<file path="config.mk">
export PLATFORM = sky130hd
export DESIGN_NAME = bpm_result_collect
export DESIGN_NICKNAME = d
export VERILOG_FILES = /design/src/rtl/bpm_pkg.sv /design/src/rtl/bpm_res_fifo.sv /design/src/rtl/bpm_result_collect.sv
export SDC_FILE = /design/constraint.sdc
export NUM_CORES = 1
export LEC_CHECK = 0
export ABC_AREA = 1
export CAP_MARGIN = 40
export CORE_ASPECT_RATIO = 1.75
export CORE_MARGIN = 2
export CORE_UTILIZATION = 30
export DETAILED_ROUTE_END_ITERATION = 12
export PLACE_DENSITY = 0.45
export SYNTH_ARGS = -nofsm -noshare
export SYNTH_HDL_FRONTEND = slang
export SYNTH_SLANG_ARGS = --single-unit
</file>
<file path="constraint.sdc">
create_clock -name clk -period 5.9 [get_ports clk]
set_input_delay 1.18 -clock clk [delete_from_list [all_inputs] [get_ports clk]]
set_output_delay 1.18 -clock clk [all_outputs]
set_load 0.05 [all_outputs]
</file>
<file path="src/rtl/bpm_pkg.sv">
// Shared widths and the result payload type for the bit-pair multiplier result path.
package bpm_pkg;
  localparam int PROD_W = 16;
  localparam int RES_W  = 17;

  typedef struct packed {
    logic              cout;
    logic [PROD_W-1:0] prod;
  } bpm_res_t;
endpackage

</file>
<file path="src/rtl/bpm_res_fifo.sv">
// First-word-fall-through result FIFO with explicit occupancy count.
// A push while full is accepted only if a pop frees the head on the same edge.
module bpm_res_fifo
  import bpm_pkg::*;
#(
  parameter int DEPTH = 4,
  parameter int W     = RES_W + 4
) (
  input  logic                     clk,
  input  logic                     reset,
  input  logic                     push_i,
  input  logic [W-1:0]             data_i,
  input  logic                     pop_i,
  output logic [W-1:0]             data_o,
  output logic                     full_o,
  output logic                     empty_o,
  output logic [$clog2(DEPTH):0]   count_o
);
  localparam int AW = $clog2(DEPTH);
  localparam int CW = AW + 1;

  logic [DEPTH-1:0][W-1:0] mem_q, mem_d;
  logic [AW-1:0]           wr_ptr_q, wr_ptr_d, rd_ptr_q, rd_ptr_d;
  logic [CW-1:0]           count_q, count_d;
  logic                    push_ok, pop_ok;

  assign full_o  = (count_q == CW'(DEPTH));
  assign empty_o = (count_q == '0);
  assign count_o = count_q;
  // Data is forced to zero while empty so stale entries never leak out.
  assign data_o  = empty_o ? '0 : mem_q[rd_ptr_q];

  always_comb begin
    pop_ok   = pop_i & ~empty_o;
    push_ok  = push_i & (~full_o | pop_ok);
    mem_d    = mem_q;
    if (push_ok) mem_d[wr_ptr_q] = data_i;
    wr_ptr_d = wr_ptr_q + AW'(push_ok);
    rd_ptr_d = rd_ptr_q + AW'(pop_ok);
    count_d  = count_q + CW'(push_ok) - CW'(pop_ok);
  end

  always_ff @(posedge clk or posedge reset) begin
    if (reset) begin
      mem_q    <= '0;
      wr_ptr_q <= '0;
      rd_ptr_q <= '0;
      count_q  <= '0;
    end else begin
      mem_q    <= mem_d;
      wr_ptr_q <= wr_ptr_d;
      rd_ptr_q <= rd_ptr_d;
      count_q  <= count_d;
    end
  end
endmodule

</file>
<file path="src/rtl/bpm_result_collect.sv">
// Captures one multiplier result per rising edge of done_i, tags it, and queues it
// for a valid/ready consumer; flags completions lost to a full queue.
module bpm_result_collect
  import bpm_pkg::*;
#(
  parameter int DEPTH = 4,
  parameter int TAG_W = 4
) (
  input  logic                   clk,
  input  logic                   reset,
  input  logic                   done_i,
  input  logic [PROD_W-1:0]      prod_i,
  input  logic                   cout_i,
  output logic                   res_valid_o,
  input  logic                   res_ready_i,
  output logic [RES_W-1:0]       res_data_o,
  output logic [TAG_W-1:0]       res_tag_o,
  output logic [$clog2(DEPTH):0] count_o,
  output logic                   full_o,
  output logic                   drop_o,
  input  logic                   drop_clr_i
);
  localparam int W = RES_W + TAG_W;

  logic             done_q, done_d;
  logic [TAG_W-1:0] tag_q, tag_d;
  logic             drop_q, drop_d;
  logic             cap, pop, empty;
  bpm_res_t         res_in, res_out;
  logic [W-1:0]     fifo_in, fifo_out;

  assign cap     = done_i & ~done_q;
  assign pop     = res_valid_o & res_ready_i;
  assign res_in  = '{cout: cout_i, prod: prod_i};
  assign fifo_in = {tag_q, res_in};

  bpm_res_fifo #(.DEPTH(DEPTH), .W(W)) u_fifo (
    .clk     (clk),
    .reset   (reset),
    .push_i  (cap),
    .data_i  (fifo_in),
    .pop_i   (pop),
    .data_o  (fifo_out),
    .full_o  (full_o),
    .empty_o (empty),
    .count_o (count_o)
  );

  assign res_valid_o = ~empty;
  assign res_out     = bpm_res_t'(fifo_out[RES_W-1:0]);
  assign res_data_o  = res_out;
  assign res_tag_o   = fifo_out[W-1:RES_W];
  assign drop_o      = drop_q;

  always_comb begin
    done_d = done_i;
    // Tag advances even on a dropped capture so the consumer can see the gap.
    tag_d  = tag_q + TAG_W'(cap);
    drop_d = (cap & full_o & ~pop) | (drop_q & ~drop_clr_i);
  end

  // done_q resets high so a done level already present at release is not an event.
  always_ff @(posedge clk or posedge reset) begin
    if (reset) begin
      done_q <= 1'b1;
      tag_q  <= '0;
      drop_q <= 1'b0;
    end else begin
      done_q <= done_d;
      tag_q  <= tag_d;
      drop_q <= drop_d;
    end
  end
endmodule

</file>
[Word level (Yosys, flattened, before mapping)]
Index checks and enable logic that the tools add are counted.
Widths: inputs -> output; s select.
Operators by class
  mux-type cells: 6
  bitwise logic cells: 14
  $add $sub $neg: 5
  $lt $le $gt $ge: 3
  reductions and logical operators: 2
  eq/ne operators: 1
Operator list (count)
  $bwmux 84: 1
  $mux 21: 3
  $bmux 21 s2: 1
  $demux 21 s2: 1
  $and 1x1->1: 7
  $lt 2x3->1 const B: 2
  $not 1->1: 5
  $add 2x1->2: 2
  $add 4x1->4: 1
  $add 3x1->3: 1
  $eq 3x3->1 const B: 1
  $logic_not 3->1: 1
  $sub 3x1->3: 1
  $ge 2x1->1 const B: 1
  $or 1x1->1: 2
  $logic_and 1x1->1: 1
Word-level totals
  logic and storage cells: 41
  register bits after elaboration: 97
  output and inout bits: 27
  bits of input ports: 22

[Longest topological paths before layout]
  depth in word-level cells: 8
  gate-level depth with buffers: 9
  mapped depth without buffers: 8

[By module]
A second synthesis with hierarchy kept.
Second synthesis, totals
  cells, all modules: 622
  area total of the unflattened synthesis: 4833.4 um^2
By module, submodules not included
  bpm_res_fifo: cells an instance 598, sequential area each 2277.2 um^2, times used 1, area an instance 4574.4 um^2
  bpm_result_collect: cells an instance 24, sequential area each 151.4 um^2, times used 1, area an instance 259.0 um^2

[Least setup slack after synthesis]
OpenSTA, ideal clock, no wires.
  path kind: register to output
  start point: register u_fifo.count_q[0] (netlist: u_fifo.count_o[0])
  end point: output res_data_o[0]
  buffers on the path: 1
  arrival time: 2285 ps
  setup slack: 2435 ps
  required time: 4720 ps
  stages on the path, launching flop included: 6
  path through: dfrtp_1 -> nor2_2 -> nand2_1 -> inv_1 -> buf_2 -> a21oi_1
On the way
  cells in the longest elaborated chain, start to end: 2
RTL lines
  start: declaration: line bpm_res_fifo.sv:24  | logic [CW-1:0] count_q, count_d;
  start signal: assignment: line bpm_res_fifo.sv:53  | count_q <= count_d;
  $logic_not 3->1: line bpm_res_fifo.sv:28  | assign empty_o = (count_q == '0);
  $mux 21: line bpm_res_fifo.sv:31  | assign data_o = empty_o ? '0 : mem_q[rd_ptr_q];
  end: declaration: line bpm_result_collect.sv:16  | output logic [RES_W-1:0] res_data_o,
No other way between the ends.

[Worst setup path after layout]
  start point: register u_fifo.rd_ptr_q[1]
  end point: output res_tag_o[2]
On the way
  cells in the longest elaborated chain, start to end: 3
RTL lines
  start: declaration: line bpm_res_fifo.sv:23  | logic [AW-1:0] wr_ptr_q, wr_ptr_d, rd_ptr_q, rd_ptr_d;
  start signal: assignment: line bpm_res_fifo.sv:52  | rd_ptr_q <= rd_ptr_d;
  $bmux 21 s2: line bpm_res_fifo.sv:31
  $mux 21 (not written as such): line bpm_res_fifo.sv:31
  $mux 21: line bpm_res_fifo.sv:31
  end: declaration: line bpm_result_collect.sv:17  | output logic [TAG_W-1:0] res_tag_o,
No other way between the ends. The select of a mux whose other input is x is not followed.

==> impl_summary.log <==
[metrics] Die Y: 172 um
[metrics] Period minus WS final: 4.06 ns
[metrics] dominant combinational cell family by area after synthesis: simple AND/OR/NAND/NOR gates
[metrics] number of nets in the layout: 671
[metrics] total of flip-flops plus latches after synthesis: 97
[metrics] routed length per placed instance: 17.3 um
[metrics] tightest slew margin relative to the limit: 48.4%
[metrics] xor/xnor cell area share of the yosys netlist: 1.09%
[metrics] Filler cells: 1647
[metrics] sw frac: 48.1%
[metrics] worst hold-check path type: reg2reg
[metrics] number of max-slew violations in the final report: 0
[metrics] antenna violations before repair: 0
[metrics] cell family with the largest share of critical-path delay: buffers and inverters
[metrics] post-synthesis instance total: 618
[metrics] final worst path period share: 68.9%
[metrics] slowest cell on the critical path: sky130_fd_sc_hd__clkdlybuf4s50_1
[metrics] leakage dissipation: 2.85 nW
[metrics] launching element type of the critical path: flip-flop
[metrics] Synth Area in Compound Gates: 4.45%
[metrics] f_max: 246 MHz
[metrics] count of warnings emitted by yosys: 0
[metrics] Die Footprint: 0.0172 sq mm
[metrics] RSZ-0062 raised after global routing: false
[metrics] setup TNS: 0 ns
[metrics] CTS tree: built
[metrics] sum of routed wire length over all layers: 14500 um
[metrics] buffer levels on the longest clock path: 2
[metrics] CP cell instances: clkinv_1 > buf_4 > nor2_1 > o21ai_0 > a21oi_1 > clkdlybuf4s50_1
[metrics] count of maximum capacitance violations: 0
[metrics] effective utilization at floorplan: 30.6%
[metrics] number of nets in the synthesized netlist: 645
[metrics] type of element capturing the critical path: primary output
[metrics] post-place setup slack: 2.13 ns
[metrics] count of standard-cell rows: 61
[metrics] HPWL reported at the end of detailed placement: 9030 um
[metrics] Crit Path Max Fanout: 26
[metrics] clock latency on the worst-skew pair: 0.34 ns
[metrics] number of distinct standard cells referenced by the synthesized netlist: 23
[metrics] least setup slack across all paths after layout: 1.84 ns
[metrics] part of the power in registers: 31.0%
[metrics] depth of the CTS H-tree: 3
[metrics] number of antenna diodes: 0
[metrics] Cell Pwr Density: 652 mW/mm^2
[metrics] largest voltage drop on the vdd net: 0.260 mV
[metrics] area of the multi-input gates: 0.00209 sq mm
[metrics] class of the most critical setup path: reg2out
[metrics] outcome: completed
[metrics] root buffer cell: sky130_fd_sc_hd__clkbuf_16
[metrics] setup clock skew after layout: 0.00902 ns
[metrics] count of boundary I/O pins: 49
[metrics] die width: 100 um
[metrics] data arrival time of the critical path: 2.88 ns
[metrics] final estimated routing congestion in global placement: 0.743
[metrics] commonest cells after routing, fill and taps aside: sky130_fd_sc_hd__nand2_1, sky130_fd_sc_hd__dfrtp_1, sky130_fd_sc_hd__nand4_1
[metrics] Worst-Margin Slew: 0.774 ns
[metrics] cts bufs inserted: 9
[metrics] post-route DRC violation count: 0
[metrics] GRT Residual Overflow: 0
[metrics] adder-cell share of the synthesized area: 1.45%
[metrics] Sequential Area: 0.00243 sq mm
[metrics] layout cells sized above 1: 5.86%
[metrics] P_sw: 1.80 mW
[metrics] post-synthesis sequential area ratio: 50.2%
[metrics] synthesized cell area: 0.00483 sq mm
[metrics] simple-gate share of the synthesized area: 36.2%
[metrics] area of the core: 0.0158 sq mm
[metrics] final setup vio count: 0
[metrics] via count of the first global-routing pass: 4393
[metrics] number of setup buffers added after CTS: 0
[metrics] Clk pin slew, worst setup/hold paths: 0.07 ns
[metrics] cell area reported after detailed placement: 0.00543 sq mm
[metrics] total global-route track usage: 18.0%
[metrics] delay of the slowest cell on the worst path: 0.84 ns
[metrics] clock network fraction of total power: 16.6%
[metrics] area delta synth->final: 18.8%
[metrics] required time at the worst-slack endpoint: 4.72 ns
[metrics] Design Area, Final: 0.00574 sq mm
[metrics] wire length of the first global-routing pass: 24000 um
[metrics] total number of clock tree sinks: 97
[metrics] most common cell after layout, fill and taps aside: sky130_fd_sc_hd__nand2_1
[metrics] Post-CTS Hold Fix Bufs: 0
[metrics] first-iteration detailed-routing DRC count: 330
[metrics] via count: 4280
[metrics] pin count of the biggest net entering global routing: 82
[metrics] count of endpoints failing hold in the final timing report: 0
[metrics] Pint: 1.95 mW
[metrics] # resized after CTS: 0
[metrics] IO buf count: 48
[metrics] CP bufs+invs: 3
[metrics] relative contribution of combinational cells to total power: 52.5%
[metrics] Final ANT Viol Nets: 0
[metrics] multiplexer fraction of the synthesized cell area: 0%
[metrics] Avg Inst Size Synth: 7.82 sq um
[metrics] detailed-router iteration count before antenna repair: 7
[metrics] vias per inst: 5.11
[metal layers]
layer	GRT usage [%]	part of all wire (%)
met1	22.9	43
met2	32.2	53
met3	1.98	3.1
met4	5.18	1.1
met5	0	0
[state kept, by name (all words and copies together), names as in the netlist]
name	flops
tag_q	4
drop_o	1
done_q	1
u_fifo.wr_ptr_q	2
u_fifo.mem_q	84
u_fifo.count_o	3
u_fifo.rd_ptr_q	2
[through the flow]
step | hold WS (ns) | util (%) | power [mW] | cells
CTS | 0.470 | 36.4 | 3.80 | 838
detailed placement | 0.453 | 34.4 | 3.17 | 822
global placement | 0.447 | 34.2 | 3.13 | 820
finish | 0.465 | 36.4 | 3.75 | 838
floorplan | 0.437 | - | 2.52 | 618
global route | 0.481 | 36.4 | 4.03 | 838
[cells by family (layout without fill, tap and decap cells)]
kind of cell,after synthesis,in the layout
AND/OR/NAND/NOR,403,403
adder cells (fa/ha/maj),5,5
flip-flops,97,97
XOR/XNOR,6,6
buffers and inverters,64,95
AO/OA/AOI/OAI,43,43
[worst paths after layout]
kind | slack, ns | endpoint | cells past startpoint | from
worst max register to register | 3.49 | u_fifo.count_o[2] | 8 | done_q
worst max-delay path | 1.84 | res_tag_o[2] | 6 | u_fifo.rd_ptr_q[1]
worst min-delay path | 0.47 | u_fifo.mem_q[77] | 2 | u_fifo.mem_q[77]
worst min register to register | 0.47 | u_fifo.mem_q[77] | 2 | u_fifo.mem_q[77]
min in group asynchronous | 1.15 | u_fifo.mem_q[65] | 2 | reset
max in group asynchronous | 3.60 | tag_q[1] | 4 | reset
[synthesized netlist by cell type, drive strengths merged]
library cell,n,area share [%]
inv,13,1.0
nand3,8,0.93
fa,1,0.41
dfstp,1,0.54
nand4,85,11
dfrtp,96,50
ha,4,1.0
nand2,261,20
buf,35,4.3
clkinv,2,0.16
xor2,4,0.72
o21ai,22,2.3
nor2,49,4.0
a21oi,21,2.2
clkbuf,14,1.1
xnor2,2,0.36
[worst reg2reg max path: cells and delay by family (launching register included)]
kind                       cells  cell delay [ns]
DFF                            1             0.38
and+or+nand+nor                2             0.54
adders and majority gates      2             0.51
xor gates and xnor gates       1             0.17
buffers and inverters          3             0.71
[power groups by stage]
stage / sequential (mW) / combinational, mW / clock (mW)
global placement: 1.16 / 1.97 / 0
floorplan: 1.16 / 1.36 / 0
CTS: 1.16 / 2.00 / 0.643
finish: 1.16 / 1.96 / 0.620
detailed placement: 1.17 / 2.00 / 0
global route: 1.20 / 2.17 / 0.664
[area by class of cell]
cell class	instances	area share, %
flip-flops and latches	97	42.3
clock inverters	6	1.44
multi-input cells	457	36.4
clock buffers	10	3.99
inverters	15	1.00
repair buffers	64	10.8
well taps	189	4.12
Power figures use the tool's default switching activity.
